## src/rtl/clint_pkg.sv

```systemverilog
// Shared CLINT definitions: bus base, register offsets, interrupt bit indices
// (matching the commit-stage cause decoding) and the request priority picker.
package clint_pkg;

  localparam logic [31:0] CLINT_BASE = 32'h0000_2000;

  typedef enum logic [7:0] {
    REG_MSIP        = 8'h00,
    REG_MTIMECMP_LO = 8'h04,
    REG_MTIMECMP_HI = 8'h08,
    REG_MTIME_LO    = 8'h0C,
    REG_MTIME_HI    = 8'h10,
    REG_EXT_PEND    = 8'h14,
    REG_IRQ_EN      = 8'h18,
    REG_DBG_REQ     = 8'h1C
  } clint_reg_e;

  localparam int IRQ_SOFT  = 0;
  localparam int IRQ_TIMER = 1;
  localparam int IRQ_EXT   = 2;
  localparam int IRQ_DBG   = 3;

  localparam logic [63:0] MTIMECMP_RST = 64'hFFFF_FFFF_FFFF_FFFF;

  // Consumer decodes only one-hot vectors: debug > external > software > timer.
  function automatic logic [3:0] irq_pick(input logic [3:0] raw);
    irq_pick = 4'b0000;
    if (raw[IRQ_DBG])        irq_pick[IRQ_DBG]   = 1'b1;
    else if (raw[IRQ_EXT])   irq_pick[IRQ_EXT]   = 1'b1;
    else if (raw[IRQ_SOFT])  irq_pick[IRQ_SOFT]  = 1'b1;
    else if (raw[IRQ_TIMER]) irq_pick[IRQ_TIMER] = 1'b1;
  endfunction

endpackage

```

## src/rtl/clint_timer.sv

```systemverilog
// Machine timer: prescaled 64-bit mtime with independent 32-bit half writes
// and a level compare against mtimecmp.
module clint_timer
  import clint_pkg::*;
#(
  parameter int PRESCALE = 1
) (
  input  logic        clk,
  input  logic        rstn,
  input  logic        wr_lo_i,
  input  logic        wr_hi_i,
  input  logic [31:0] wdata_i,
  input  logic [63:0] cmp_i,
  output logic [63:0] mtime_o,
  output logic        timer_lvl_o
);

  localparam int PW = (PRESCALE > 1) ? $clog2(PRESCALE) : 1;

  logic [PW-1:0] presc_q, presc_d;
  logic [63:0]   mtime_q, mtime_d;
  logic          tick;

  assign tick = (presc_q == PW'(PRESCALE - 1));

  // A half write overrides the increment for that half only.
  always_comb begin
    presc_d = tick ? '0 : presc_q + 1'b1;
    mtime_d = tick ? mtime_q + 64'd1 : mtime_q;
    if (wr_lo_i) mtime_d[31:0]  = wdata_i;
    if (wr_hi_i) mtime_d[63:32] = wdata_i;
  end

  always_ff @(posedge clk) begin
    if (!rstn) begin
      presc_q <= '0;
      mtime_q <= '0;
    end else begin
      presc_q <= presc_d;
      mtime_q <= mtime_d;
    end
  end

  assign mtime_o     = mtime_q;
  assign timer_lvl_o = (mtime_q >= cmp_i);

endmodule

```

## src/rtl/clint.sv

```systemverilog
// Core-local interrupt source: bus registers, external-line synchronizer and
// registered one-hot request arbitration around the machine timer.
module clint
  import clint_pkg::*;
#(
  parameter int PRESCALE    = 1,
  parameter int SYNC_STAGES = 2
) (
  input  logic        clk,
  input  logic        rstn,
  input  logic        req_i,
  input  logic        we_i,
  input  logic [7:0]  addr_i,
  input  logic [31:0] wdata_i,
  output logic        ack_o,
  output logic [31:0] rdata_o,
  input  logic        ext_irq_i,
  output logic [3:0]  irq_o,
  output logic [63:0] mtime_o
);

  logic [7:0]             word_addr;
  logic                   wr_en, rd_en;
  logic                   ack_q, ack_d;
  logic [31:0]            rdata_q, rdata_d;
  logic                   msip_q, msip_d;
  logic [63:0]            mtimecmp_q, mtimecmp_d;
  logic                   ext_pend_q, ext_pend_d;
  logic [3:0]             irq_en_q, irq_en_d;
  logic                   dbg_req_q, dbg_req_d;
  logic [SYNC_STAGES-1:0] sync_q, sync_d;
  logic                   ext_prev_q;
  logic                   ext_rise;
  logic [3:0]             irq_q, irq_d;
  logic                   timer_lvl;
  logic [63:0]            mtime;
  logic                   wr_mtime_lo, wr_mtime_hi;
  logic                   unused_addr;

  assign word_addr   = {addr_i[7:2], 2'b00};
  assign wr_en       = req_i & we_i;
  assign rd_en       = req_i & ~we_i;
  assign unused_addr = ^addr_i[1:0];
  assign wr_mtime_lo = wr_en && (word_addr == REG_MTIME_LO);
  assign wr_mtime_hi = wr_en && (word_addr == REG_MTIME_HI);

  clint_timer #(
    .PRESCALE(PRESCALE)
  ) u_timer (
    .clk        (clk),
    .rstn       (rstn),
    .wr_lo_i    (wr_mtime_lo),
    .wr_hi_i    (wr_mtime_hi),
    .wdata_i    (wdata_i),
    .cmp_i      (mtimecmp_q),
    .mtime_o    (mtime),
    .timer_lvl_o(timer_lvl)
  );

  assign sync_d   = {sync_q[SYNC_STAGES-2:0], ext_irq_i};
  assign ext_rise = sync_q[SYNC_STAGES-1] & ~ext_prev_q;

  always_comb begin
    rdata_d = '0;
    if (rd_en) begin
      case (word_addr)
        REG_MSIP:        rdata_d = {31'd0, msip_q};
        REG_MTIMECMP_LO: rdata_d = mtimecmp_q[31:0];
        REG_MTIMECMP_HI: rdata_d = mtimecmp_q[63:32];
        REG_MTIME_LO:    rdata_d = mtime[31:0];
        REG_MTIME_HI:    rdata_d = mtime[63:32];
        REG_EXT_PEND:    rdata_d = {31'd0, ext_pend_q};
        REG_IRQ_EN:      rdata_d = {28'd0, irq_en_q};
        REG_DBG_REQ:     rdata_d = {31'd0, dbg_req_q};
        default:         rdata_d = '0;
      endcase
    end
  end

  // A new synchronized edge beats a same-cycle completion clear; for the
  // debug request the clear bit beats the set bit.
  always_comb begin
    ack_d      = req_i;
    msip_d     = msip_q;
    mtimecmp_d = mtimecmp_q;
    ext_pend_d = ext_pend_q;
    irq_en_d   = irq_en_q;
    dbg_req_d  = dbg_req_q;
    if (wr_en) begin
      case (word_addr)
        REG_MSIP:        msip_d = wdata_i[0];
        REG_MTIMECMP_LO: mtimecmp_d[31:0] = wdata_i;
        REG_MTIMECMP_HI: mtimecmp_d[63:32] = wdata_i;
        REG_EXT_PEND:    if (wdata_i[0]) ext_pend_d = 1'b0;
        REG_IRQ_EN:      irq_en_d = wdata_i[3:0];
        REG_DBG_REQ: begin
          if (wdata_i[1])      dbg_req_d = 1'b0;
          else if (wdata_i[0]) dbg_req_d = 1'b1;
        end
        default: ;
      endcase
    end
    if (ext_rise) ext_pend_d = 1'b1;
    irq_d = irq_pick({dbg_req_q, ext_pend_q, timer_lvl, msip_q} & irq_en_q);
  end

  always_ff @(posedge clk) begin
    if (!rstn) begin
      ack_q      <= 1'b0;
      rdata_q    <= '0;
      msip_q     <= 1'b0;
      mtimecmp_q <= MTIMECMP_RST;
      ext_pend_q <= 1'b0;
      irq_en_q   <= 4'b0000;
      dbg_req_q  <= 1'b0;
      sync_q     <= '0;
      ext_prev_q <= 1'b0;
      irq_q      <= 4'b0000;
    end else begin
      ack_q      <= ack_d;
      rdata_q    <= rdata_d;
      msip_q     <= msip_d;
      mtimecmp_q <= mtimecmp_d;
      ext_pend_q <= ext_pend_d;
      irq_en_q   <= irq_en_d;
      dbg_req_q  <= dbg_req_d;
      sync_q     <= sync_d;
      ext_prev_q <= sync_q[SYNC_STAGES-1];
      irq_q      <= irq_d;
    end
  end

  assign ack_o   = ack_q;
  assign rdata_o = rdata_q;
  assign irq_o   = irq_q;
  assign mtime_o = mtime;

endmodule

```

## config.mk

```make
export PLATFORM = sky130hd
export DESIGN_NAME = clint
export DESIGN_NICKNAME = d
export VERILOG_FILES = /design/src/rtl/clint_pkg.sv /design/src/rtl/clint_timer.sv /design/src/rtl/clint.sv
export SDC_FILE = /design/constraint.sdc
export NUM_CORES = 1
export LEC_CHECK = 0
export CAP_MARGIN = 10
export CORE_MARGIN = 2
export CORE_UTILIZATION = 59
export CTS_CLUSTER_SIZE = 20
export DETAILED_ROUTE_END_ITERATION = 10
export PLACE_DENSITY_LB_ADDON = 0.25
export SLEW_MARGIN = 5
export SYNTH_ARGS = -nofsm -noshare
export SYNTH_HDL_FRONTEND = slang
export SYNTH_SLANG_ARGS = --single-unit
```

## constraint.sdc

```tcl
create_clock -name clk -period 3.4 [get_ports clk]
set_clock_uncertainty 0.05 [all_clocks]
set_input_delay 0.68 -clock clk [delete_from_list [all_inputs] [get_ports clk]]
set_output_delay 0.68 -clock clk [all_outputs]
set_load 0.005 [all_outputs]
```

==> results.toml <==
[clock_network]
path_clk_slew_ns = 0.07
cts_buffers = 17
cts_buffer_depth = 2
clock_latency_ns = 0.45
cts_tree = "done"
cts_setup_buffers = 0
cts_root_buffer = "clkbuf_16"
cts_sinks = 176
cts_hold_buf = 0
cts_max_level = 4
cts.repair.resized = 0

[final_layout]
nFillCells = 1162
diodes = 0
area.growth.synth_to_final_pct = 23.0
drive_gt1_share_pct = 7.11
final_net_count = 1320
multiInputGateArea_sq_um = 5150
regArea_sq_um = 3520

[routing]
dr.pass1.iters = 8
drt_iter0_markers = 799
via_per_inst = 6.23
num_vias = 8932
drc = 0
postRouteAntennaNets = 0
wirelength_um = 27400
routedWlPerCell_um = 19.1

[critical_path]
crit_path_start = "u_timer.mtime_o[6]$_SDFFE_PN0P_"
worstSetupPathDepth = 6
critical_path_class = "reg -> reg"
worst-path-max-fanout = 13
r2r_end = "u_timer.mtime_o[54]$_SDFFE_PN0P_"
cpPeakStageDelay_ns = 0.50
crit_path_cell_trace = "nand4_1 -> nor4_4 -> nand3_2 -> nor4_1 -> xnor2_1 -> a211oi_1"
endpoint_kind = "flip-flop"
startpoint_type = "flip-flop"
r2r_cells = 6
r2r_setup_slack_ns = 0.71
cpLargestDelayFamily = "simple AND/OR/NAND/NOR gates"
crit_end = "u_timer.mtime_o[54]$_SDFFE_PN0P_"
rr_startpoint = "u_timer.mtime_o[6]$_SDFFE_PN0P_"
crit_buf_inv = 0
required_ns = 3.70
cp.arrival_ns = 2.98
slowest_stage = "dfxtp_1"

[global_route]
grt_usage_pct = 33.0
grt_pass1_wl_um = 43800
grt_max_degree = 66
grt_pass1_vias = 8563
overflow = 0
antenna_found_initial = 0

[synth]
synth_top_area_share_pct = 37.9
synthCells = 1096
yosysWarnings = 0
ys_ff_latch = 176
syn_nets = 1206
synthArstFlopShare_pct = 0
ys_top_cells_by_area = "dfxtp_1, ha_1, o211ai_1"
synth_seq_area_share_pct = 37.9
synth.distinct_cells = 57
synthFlopType = "dfxtp_1"
yosysMostFrequentCell = "dfxtp_1"
synthTopCellsByCount = "dfxtp_1, nand2_1, a21oi_1"
yosysTopAreaCell = "dfxtp_1"
syn_avg_cell_area_sq_um = 8.49
syn_area_sq_um = 9310
synth-edff-count = 0

[sta]
maxSlewViolCount = 0
worst_pin_slew_ns = 0.707
slew_headroom_pct = 52.4
timing.final.crit_share_pct = 79.0
setup_viol = 0
finalCriticalPeriod_ns = 2.69
grt_setup_unrepaired = "false"
fmax_ghz = 0.372
tns_ns = 0
final-hold-violation-count = 0

[pwr]
power_density_nw_per_um2 = 371
power.internal_mw = 3.26
pwr-share-clk_pct = 46.0
pwr-share-comb_pct = 4.7
pwr-share-seq_pct = 49.3
ir_drop_mv = 0.359
p_total_mw = 4.25
total_leakage_power_nw = 4.57
netSwitchingFraction_pct = 23.2
switchingPower_mw = 0.984

[status]
status = "finished, final reports clean"

[placed_design]
dp_hpwl_um = 18900
numPortBuffers = 143
gp_congestion = 0.854

[floorplanning]
rows = 45
pin_count = 146
start_util_pct = 60.8
die_y_um = 130
core_area_sq_um = 15300
die_w_um = 130
die-area_sq_um = 16800

[min_path]
min_path_type = "reg -> reg"

[flow_run]
maxCapViolCount = 0
==> worst min-delay path by stage <==
| stage | startpoint | end | depth (start not counted) |
|---|---|---|---|
| floorplan | ext_prev_q$_SDFF_PN0_ | ext_pend_q$_SDFFE_PN0P_ | 1 |
| global placement | ext_prev_q$_SDFF_PN0_ | ext_pend_q$_SDFFE_PN0P_ | 1 |
| detailed placement | ext_prev_q$_SDFF_PN0_ | ext_pend_q$_SDFFE_PN0P_ | 1 |
| CTS | ext_prev_q$_SDFF_PN0_ | ext_pend_q$_SDFFE_PN0P_ | 1 |
| global route | ext_prev_q$_SDFF_PN0_ | ext_pend_q$_SDFFE_PN0P_ | 1 |
| finish | ext_prev_q$_SDFF_PN0_ | ext_pend_q$_SDFFE_PN0P_ | 1 |
==> logic make-up (layout without fill, tap and decap cells) <==
group | count (synthesis) | after routing | synth area share [%]
AO/OA/AOI/OAI | 314 | 314 | 21.9
XOR/XNOR | 62 | 62 | 5.84
adder cells (fa/ha/maj) | 65 | 65 | 8.74
buffers and inverters | 155 | 282 | 7.06
flip-flops | 176 | 176 | 37.9
multiplexers | 8 | 8 | 0.995
other | 1 | 1 | 0.0403
AND/OR/NAND/NOR | 315 | 315 | 17.6
==> metal layers <==
| layer | global-route usage, % | vias to the layer above | wire, um |
|---|---|---|---|
| li1 | - | 4174 | - |
| met1 | 43.6 | 4224 | 11500 |
| met2 | 52.4 | 456 | 12700 |
| met3 | 5.82 | 78 | 2230 |
| met4 | 15.6 | 0 | 926 |
| met5 | 0 | - | 0 |
==> layout make-up <==
class                      instances  area share [%]
sequential                       176            30.8
multi-input combinational        765            45.0
timing repair buffer             164            14.1
tap                              211            2.31
clock inverter                    13            1.21
clock buffer                      19            3.87
inverter                          86            2.82
==> per-stage QoR <==
step                cell area [sq um]  setup slack [ns]  hold WS [ns]  std cells  utilization, %
finish                          11400             0.715         0.370       1434            74.8
global route                    11400             0.409         0.390       1434            74.8
CTS                             11400             0.754         0.373       1434            74.8
detailed placement              10900             0.412         0.375       1402            71.0
global placement                10900             0.458         0.356       1402            71.0
floorplan                        9310              1.01         0.349       1096               -
==> state kept, by name, indices dropped and copies added (netlist names) <==
signal           count
ext_pend_q           1
dbg_req_q            1
u_timer.mtime_o     64
msip_q               1
sync_q               2
irq_en_q             4
irq_o                4
rdata_o             32
ext_prev_q           1
mtimecmp_q          64
u_timer.presc_q      1
ack_o                1
==> power by group through the flow <==
stage | clock (mW) | sequential (mW) | combinational, mW
after floorplan | 0 | 2.13 | 0.0835
after detailed placement | 0 | 2.14 | 0.193
after global routing | 2.02 | 2.09 | 0.213
final | 1.95 | 2.09 | 0.199
after CTS | 1.95 | 2.09 | 0.195
after global placement | 0 | 2.14 | 0.190
==> cells in the final DEF (no fill, tap or decap), types with 27 or more instances in the layout <==
cell             instances
a21oi_1                 89
ha_1                    65
nand2_1                117
a22oi_1                 59
a211oi_1                27
o211ai_1                66
nand3_1                 28
nor2_1                  59
o21ai_0                 47
dfxtp_1                176
clkdlybuf4s50_1        142
xnor2_1                 44
inv_1                   85
==> worst reg2reg max path: stages, from the launching register on <==
cell,delay [ns]
dfxtp_1,0.50
nand4_1,0.31
nor4_4,0.44
nand3_2,0.47
nor4_1,0.46
xnor2_1,0.10
a211oi_1,0.26
Power figures use the tool's default switching activity.
